--- src/rtl/if_prefetch_stage.sv ---
// ---------------------------------------------------------------------------
// if_prefetch_stage
//
// Instruction-fetch stage with a decoupled request/response instruction port
// and an in-order prefetch FIFO feeding the ID stage. Up to FIFO_DEPTH fetches
// are in flight or buffered at any time. A redirect (exception, eret or taken
// branch) retargets the fetch PC and marks every request still in flight as
// stale, so its response is dropped when it arrives. A taken branch keeps the
// FIFO head (the delay slot); exception and eret clear the whole FIFO.
//
// Ports
//   clock, reset                  rising-edge clock, async active-high reset
//   exception_valid               WB exception flush, jumps to EXC_VECTOR
//   eret_flush, eret_target       WB eret flush and CP0 EPC
//   branch_taken, branch_target   ID taken branch (only while head is valid)
//   id_allow_in                   ID accepts the FIFO head this cycle
//   if_to_id_valid/_pc/_inst      FIFO head towards ID
//   inst_req, inst_addr           memory request and address (fetch PC)
//   inst_addr_ok                  request accepted
//   inst_data_ok, inst_rdata      in-order response
// ---------------------------------------------------------------------------
module if_prefetch_stage #(
    parameter int unsigned           ADDR_WIDTH = 32,
    parameter int unsigned           DATA_WIDTH = 32,
    parameter int unsigned           FIFO_DEPTH = 4,
    parameter logic [ADDR_WIDTH-1:0] RESET_PC   = 32'hbfc00000,
    parameter logic [ADDR_WIDTH-1:0] EXC_VECTOR = 32'hbfc00380
) (
    input  logic                  clock,
    input  logic                  reset,
    input  logic                  exception_valid,
    input  logic                  eret_flush,
    input  logic [ADDR_WIDTH-1:0] eret_target,
    input  logic                  branch_taken,
    input  logic [ADDR_WIDTH-1:0] branch_target,
    input  logic                  id_allow_in,
    output logic                  if_to_id_valid,
    output logic [ADDR_WIDTH-1:0] if_to_id_pc,
    output logic [DATA_WIDTH-1:0] if_to_id_inst,
    output logic                  inst_req,
    output logic [ADDR_WIDTH-1:0] inst_addr,
    input  logic                  inst_addr_ok,
    input  logic                  inst_data_ok,
    input  logic [DATA_WIDTH-1:0] inst_rdata
);

    localparam int unsigned CNT_W = $clog2(FIFO_DEPTH + 1);
    localparam int unsigned PTR_W = $clog2(FIFO_DEPTH);
    localparam logic [CNT_W:0] DEPTH_EXT = (CNT_W + 1)'(FIFO_DEPTH);

    logic [ADDR_WIDTH-1:0] fetch_pc_q, fetch_pc_d;
    logic [ADDR_WIDTH-1:0] resp_pc_q, resp_pc_d;
    logic [CNT_W-1:0]      outstanding_q, outstanding_d;
    logic [CNT_W-1:0]      discard_q, discard_d;
    logic [CNT_W-1:0]      count_q, count_d;
    logic [PTR_W-1:0]      rd_ptr_q, rd_ptr_d;
    logic [PTR_W-1:0]      wr_ptr_q, wr_ptr_d;

    logic [ADDR_WIDTH-1:0] fifo_pc   [FIFO_DEPTH];
    logic [DATA_WIDTH-1:0] fifo_inst [FIFO_DEPTH];

    logic                  redirect, hard_flush;
    logic [ADDR_WIDTH-1:0] redirect_target;
    logic [CNT_W:0]        inflight;
    logic                  credit, issue, head_valid, pop, drop, push;

    assign hard_flush = exception_valid | eret_flush;
    assign redirect   = hard_flush | branch_taken;
    assign redirect_target = exception_valid ? EXC_VECTOR :
                             eret_flush      ? eret_target : branch_target;

    // A credit guarantees every issued request has a FIFO slot on return.
    assign inflight = {1'b0, outstanding_q} + {1'b0, count_q};
    assign credit   = inflight < DEPTH_EXT;
    assign inst_req = credit & ~redirect & ~reset;
    assign issue    = inst_req & inst_addr_ok;

    assign head_valid = count_q != '0;
    assign pop        = head_valid & id_allow_in;
    assign drop       = discard_q != '0;
    assign push       = inst_data_ok & ~drop & ~redirect;

    assign if_to_id_valid = head_valid;
    assign if_to_id_pc    = fifo_pc[rd_ptr_q];
    assign if_to_id_inst  = fifo_inst[rd_ptr_q];
    assign inst_addr      = fetch_pc_q;

    always_comb begin
        outstanding_d = outstanding_q + CNT_W'(issue) - CNT_W'(inst_data_ok);
        fetch_pc_d    = fetch_pc_q;
        resp_pc_d     = resp_pc_q;
        discard_d     = discard_q;
        rd_ptr_d      = rd_ptr_q;
        wr_ptr_d      = wr_ptr_q;
        count_d       = count_q;

        if (redirect) begin
            fetch_pc_d = redirect_target;
            resp_pc_d  = redirect_target;
            // Every request still in flight after this cycle belongs to the
            // old path; already-stale ones are a subset of those.
            discard_d  = outstanding_d;
        end else begin
            if (issue) begin
                fetch_pc_d = fetch_pc_q + ADDR_WIDTH'(4);
            end
            if (inst_data_ok && drop) begin
                discard_d = discard_q - CNT_W'(1);
            end
            if (push) begin
                resp_pc_d = resp_pc_q + ADDR_WIDTH'(4);
            end
        end

        if (hard_flush) begin
            count_d  = '0;
            wr_ptr_d = rd_ptr_q;
        end else if (branch_taken) begin
            // Keep only the delay slot, unless ID takes it this same cycle.
            if (head_valid && !pop) begin
                count_d  = CNT_W'(1);
                wr_ptr_d = rd_ptr_q + PTR_W'(1);
            end else begin
                count_d  = '0;
                rd_ptr_d = rd_ptr_q + PTR_W'(pop);
                wr_ptr_d = rd_ptr_q + PTR_W'(pop);
            end
        end else begin
            rd_ptr_d = rd_ptr_q + PTR_W'(pop);
            wr_ptr_d = wr_ptr_q + PTR_W'(push);
            count_d  = count_q + CNT_W'(push) - CNT_W'(pop);
        end
    end

    always_ff @(posedge clock or posedge reset) begin
        if (reset) begin
            fetch_pc_q    <= RESET_PC;
            resp_pc_q     <= RESET_PC;
            outstanding_q <= '0;
            discard_q     <= '0;
            count_q       <= '0;
            rd_ptr_q      <= '0;
            wr_ptr_q      <= '0;
        end else begin
            fetch_pc_q    <= fetch_pc_d;
            resp_pc_q     <= resp_pc_d;
            outstanding_q <= outstanding_d;
            discard_q     <= discard_d;
            count_q       <= count_d;
            rd_ptr_q      <= rd_ptr_d;
            wr_ptr_q      <= wr_ptr_d;
        end
    end

    // Storage needs no reset: an entry is only read after it was pushed.
    always_ff @(posedge clock) begin
        if (push) begin
            fifo_pc[wr_ptr_q]   <= resp_pc_q;
            fifo_inst[wr_ptr_q] <= inst_rdata;
        end
    end

endmodule
--- config.mk ---
export PLATFORM = sky130hd
export DESIGN_NAME = if_prefetch_stage
export DESIGN_NICKNAME = d
export VERILOG_FILES = /design/src/rtl/if_prefetch_stage.sv
export SDC_FILE = /design/constraint.sdc
export NUM_CORES = 1
export LEC_CHECK = 0
export BUFFER_PORTS_ARGS = -buffer_cell sky130_fd_sc_hd__buf_2
export CORE_ASPECT_RATIO = 1.5
export CORE_MARGIN = 1.5
export CORE_UTILIZATION = 30
export DETAILED_ROUTE_END_ITERATION = 16
export GPL_TIMING_DRIVEN = 0
export SETUP_SLACK_MARGIN = 0.4
export SLEW_MARGIN = 5
export SYNTH_ARGS = -nofsm -noshare
export SYNTH_HDL_FRONTEND = slang
export SYNTH_SLANG_ARGS = --single-unit
--- constraint.sdc ---
create_clock -name clock -period 5.6 [get_ports clock]
set_input_delay 0.84 -clock clock [delete_from_list [all_inputs] [get_ports clock]]
set_output_delay 0.84 -clock clock [all_outputs]
set_load 0.02 [all_outputs]
# Yosys cells after proc, flatten, opt, wreduce, memory -nomap -nowiden
# Memories as Yosys holds them, arrays and structs flattened.
# Cells that the tools add are included.
dict set report word_totals {
  memories 2
  ff_bits 77
  latch_bits 0
  rom_bits 0
  wordCells 61
  ramBits 256
  in_bits 104
  output_inout_bits 98
}
dict set report classes {
  multipliers 0
  n_eq_ne 1
  muxes 18
  shift 0
  bitwise_logic 12
  reduce_logical 9
  magnitude_cmp 1
  n_div 0
  addsub 11
}
# name words width read_ports rd_clocked_by_memory_dff write_ports line_no
set memory_table {}
lappend memory_table {fifo_inst 4 32 1 0 1 60} ;# logic [DATA_WIDTH-1:0] fifo_inst [FIFO_DEPTH];
lappend memory_table {fifo_pc 4 32 1 0 1 59} ;# logic [ADDR_WIDTH-1:0] fifo_pc [FIFO_DEPTH];
# op count
set ops {}
lappend ops {{$mux W32} 6}
lappend ops {{$add A32 B3 Y32 const B} 2}
lappend ops {{$mux W3} 4}
lappend ops {{$mux W2} 5}
lappend ops {{$add A3 B1 Y3} 2}
lappend ops {{$and A1 B1 Y1} 6}
lappend ops {{$reduce_bool A2 Y1} 3}
lappend ops {{$reduce_bool A3 Y1} 2}
lappend ops {{$sub A3 B1 Y3} 2}
lappend ops {{$add A2 B1 Y2} 2}
lappend ops {{$add A3 B3 Y4} 1}
lappend ops {{$lt A4 B3 Y1 const B} 1}
lappend ops {{$not A1 Y1} 4}
lappend ops {{$mux W1} 3}
lappend ops {{$sub A3 B1 Y3 const B} 1}
lappend ops {{$add A2 B1 Y2 const B} 1}
lappend ops {{$logic_and A1 B1 Y1} 2}
lappend ops {{$ne A2 B2 Y1 const B} 1}
lappend ops {{$or A1 B1 Y1} 2}
lappend ops {{$reduce_and A2 Y1} 1}
lappend ops {{$logic_not A1 Y1} 1}

# Depth between registers and ports, before layout
dict set report depth {
  depth_word 9
  depth_mapped 13
  depth_no_buf 12
}

# Worst setup path after synthesis
# Ideal clock, no wire load.
dict set report synth_timing {
  path_type {input port to flip-flop}
  start {in eret_flush}
  end {mem fifo_inst[0][0], enable pin}
  t_arrival_ns 5.833
  setup_time_ns 0.565
  required_time_ns 5.035
  path_stages 5
  path_slack_ns -0.798
  n_path_buf 2
  cell_sequence {clkbuf_1 -> nor3_1 -> buf_2 -> nand2_1 -> nor3_1}
}
dict set report synth_between {
  elab_chain_cells 6
}
# item line_no
set synth_lines {}
lappend synth_lines {{start, declared} 32} ;# input logic eret_flush,
lappend synth_lines {{$or A1 B1 Y1} 67} ;# assign hard_flush = exception_valid | eret_flush;
lappend synth_lines {{$or A1 B1 Y1} 68} ;# assign redirect = hard_flush | branch_taken;
lappend synth_lines {{$not A1 Y1} 81} ;# assign push = inst_data_ok & ~drop & ~redirect;
lappend synth_lines {{$and A1 B1 Y1} 81}
lappend synth_lines {{$mux W1} 157} ;# if (push) begin
lappend synth_lines {{$mux W1 (not written as such)} 159} ;# fifo_inst[wr_ptr_q] <= inst_rdata;
lappend synth_lines {{end, declared} 60}
# Every way passes these cells.

# Worst setup path after layout
dict set report layout_timing {
  start {reg rd_ptr_q[1]}
  end {out if_to_id_pc[12]}
}
dict set report layout_between {
  elab_chain_cells 1
}
# item line_no
set layout_lines {}
lappend layout_lines {{start, declared} 56} ;# logic [PTR_W-1:0] rd_ptr_q, rd_ptr_d;
lappend layout_lines {{start signal, assigned} 150} ;# rd_ptr_q <= rd_ptr_d;
lappend layout_lines {{$mem_v2 Z4 W32} --}
lappend layout_lines {{end, declared} 38} ;# output logic [ADDR_WIDTH-1:0] if_to_id_pc,
# Every way passes these cells.

==> summary.md <==
| Metric | Value |
|---|---|
| Netlist cell types | `66` |
| Num CTS Buffers | `34` |
| CTS tree | `yes` |
| Fmax | `0.254 GHz` |
| Synth Net Count | `1,029` |
| Reg2reg path depth | `13` |
| Power per cell area | `362 mW/mm2` |
| CP Capture Type | `output pin` |
| Synth Cell Area | `0.0142 mm2` |
| Clock skew | `0.0211 ns` |
| Top_reg_cell synth | `edfxtp_1` |
| N_diodes | `0` |
| Die span in y | `270 um` |
| Post-route ant nets | `0` |
| Async S/R FF share, synth | `0.227` |
| Worst path most repeated cell | `buf_1` |
| Initial antenna violation count | `0` |
| CP required | `4.76 ns` |
| # fillers | `4,402` |
| Routed WL per cell | `21.5 um` |
| Crit path time final | `3.93 ns` |
| Clk buf depth | `3` |
| Post-synth EDFFs | `256` |
| Vias in the first global route | `9,407` |
| Final count of hold timing violations | `0` |
| Starting density of the core | `0.305` |
| Setup TNS | `0 ns` |
| Commonest non-fill, non-tap cells in the layout | `256 x edfxtp_1, 217 x buf_2, 64 x mux4_2` |
| Crit Path Max Fanout | `10` |
| Slew Limit Headroom | `0.306` |
| Final Cell Area | `0.0174 mm2` |
| Post-Place Cells | `1,716` |
| CP max stage cell | `buf_1` |
| Final core occ | `0.372` |
| Max H-tree Level | `2` |
| Period utilisation layout | `0.702` |
| Register area share after synthesis | `0.674` |
| Mux cell area share after synthesis | `0.116` |
| Placed cell areas | `0.0162 mm2` |
| Synthesis Warnings | `0` |
| First-pass GRT wire length | `57,700 um` |
| Syn-to-layout area delta | `22.2%` |
| Core area | `0.0467 mm2` |
| CP max stage delay | `0.72 ns` |
| # IOs | `202` |
| Status | `finished, final reports clean` |
| DRT iter0 DRCs | `404` |
| Detailed placement HPWL | `27,800 um` |
| Largest net degree at the start of global routing | `49` |
| Setup violators final | `0` |
| Worst Tran Pin Value | `1.03 ns` |
| Standard-cell rows | `97` |
| Max-cap violations | `0` |
| GRT Util Overall | `0.156` |
| Drt pass-1 iters | `5` |
| Wirelength, routed | `38,200 um` |
| Post_cts resized | `0` |
| Port buffer count | `200` |
| Clk_lat worst skew | `0.52 ns` |
| XOR/XNOR Fraction of Synth Area | `0.0123` |
| Post-synthesis simple-gate area fraction | `0.0814` |
| Setup Crit Path Kind | `reg -> out` |
| Fraction of layout cells with a size suffix above 1 | `0.332` |
| RSZ-0062 raised after global routing | `no` |
| Vias per cell | `5.17` |
| DRC errors left | `0` |
| Worst VDD drop | `0.000163 V` |
| Adder-Cell Fraction of Synth Area | `0.0134` |
| DIE AREA | `0.0488 mm2` |
| Routability cong. | `0.920` |
| Synth Instances | `911` |
| Worst hold slack | `0.342 ns` |
| Leak | `0.00637 uW` |
| Grt ovf | `0` |
| Sink Count | `331` |
| Commonest non-fill, non-tap cell in the layout | `edfxtp_1` |
| Compound-Gate Fraction of Synth Area | `0.0838` |
| CP cell instances | `clkbuf_1, buf_1, buf_1, mux4_2, buf_2` |
| Mapped Avg Cell Area | `15.6 um2` |
| Largest family of logic cells by synthesized area | `multiplexers` |
| Hold-fix buffers, CTS | `0` |
| Layout Nets | `1,276` |
| Final Non-Filler Cells | `1,776` |
| Post CTS Setup Buffer Count | `0` |
| Hold Path Class | `in -> async` |
| Die extent in x | `181 um` |
| Worst EP arrival | `3.09 ns` |
| Type of origin of the critical path | `flip-flop` |
| CTS root buf | `clkbuf_16` |
| Slew Limit Fails | `0` |
| Vias after detailed routing | `9,187` |
| Yosys reg bits | `331` |
| Clock slew at reported path FFs | `0.06 ns` |
[kinds of logic after synthesis]
kind of cell,after synthesis
buffers and inverters,65
AOI/OAI and AO/OA,179
adders and majority gates,14
DFF,331
muxes,84
and+or+nand+nor,218
xor gates and xnor gates,20
[flip-flops by register name, summed over array words and instances (netlist names)]
| signal | cells |
|---|---|
| discard_q | 3 |
| inst_addr | 31 |
| count_q | 3 |
| outstanding_q | 3 |
| wr_ptr_q | 2 |
| fifo_inst | 128 |
| rd_ptr_q | 2 |
| fifo_pc | 128 |
| resp_pc_q | 31 |
[per-stage QoR]
stage | total power [uW] | setup slack (ns)
6_report | 6300 | 1.67
5_1_grt | 6560 | 1.40
4_1_cts | 6400 | 1.45
3_5_place_dp | 4020 | 1.73
3_3_place_gp | 3990 | -2.33
2_1_floorplan | 3620 | 0.782
[final cells by class]
type                            count  area [um2]  area share
Buffer                             47         210      0.0121
Timing Repair Buffer              211        1240      0.0710
Tap cell                          594         743      0.0427
Multi-Input combinational cell    515        4400       0.253
Inverter                           18        72.6     0.00417
Clock buffer                       43         923      0.0531
Clock inverter                     17         229      0.0132
Sequential cell                   331        9590       0.551
[worst paths after layout]
check	start	end	slack [ns]
hold / removal	reset	inst_addr[1]$_DFFE_PP0P_	0.34
setup / recovery	rd_ptr_q[1]$_DFFE_PP0P_	if_to_id_pc[12]	1.67
setup reg to reg	outstanding_q[2]$_DFF_PP0_	discard_q[2]$_DFFE_PP0P_	2.36
max in group asynchronous	reset	inst_addr[24]$_DFFE_PP1P_	4.60
min in group clock	inst_rdata[23]	fifo_inst[0][23]$_DFFE_PP_	0.54
hold reg to reg	inst_addr[31]$_DFFE_PP1P_	inst_addr[31]$_DFFE_PP1P_	0.54
[synthesized netlist by cell type (5+ instances only)]
cell type	instances	area, um2
edfxtp_1	256	7690
mux4_2	64	1440
dfrtp_1	57	1430
nor2_1	56	210
a21oi_1	53	265
nand2_1	51	191
o21ai_0	26	130
clkbuf_1	21	78.8
nand3_1	19	95.1
dfstp_2	18	473
buf_2	17	85.1
inv_1	17	63.8
nor3_1	17	85.1
o22a_1	16	140
xnor2_1	16	140
and3_1	14	87.6
nand4_1	14	87.6
mux2i_1	13	130
ha_1	12	150
o22ai_1	12	75.1
o31ai_1	10	75.1
a311oi_1	9	78.8
a31oi_1	9	56.3
and4_1	8	70.1
mux2_2	7	78.8
nor4_1	7	43.8
a21o_1	6	45.0
a221o_1	6	60.1
a221oi_1	6	52.6
a41oi_1	6	52.6
buf_1	5	18.8
[where the power goes]
part / internal [uW] / switching, uW
clock: 1410 / 959
sequential: 2740 / 91.1
combinational: 472 / 635
[layer usage]
layer,global-route usage,routed length (um),vias to the layer above
met5,0,0,-
met4,0.0652,1440,0
met3,0.0236,2020,81
met2,0.289,20200,356
met1,0.179,14500,4603
li1,-,-,4147
[critical path, delay by kind of cell, from the launching register on]
family / cells / cell delay (ns)
muxes: 1 / 0.46
buffers and inverters: 4 / 1.79
DFF: 1 / 0.32
Note: power is estimated with default switching activity, not from simulation.
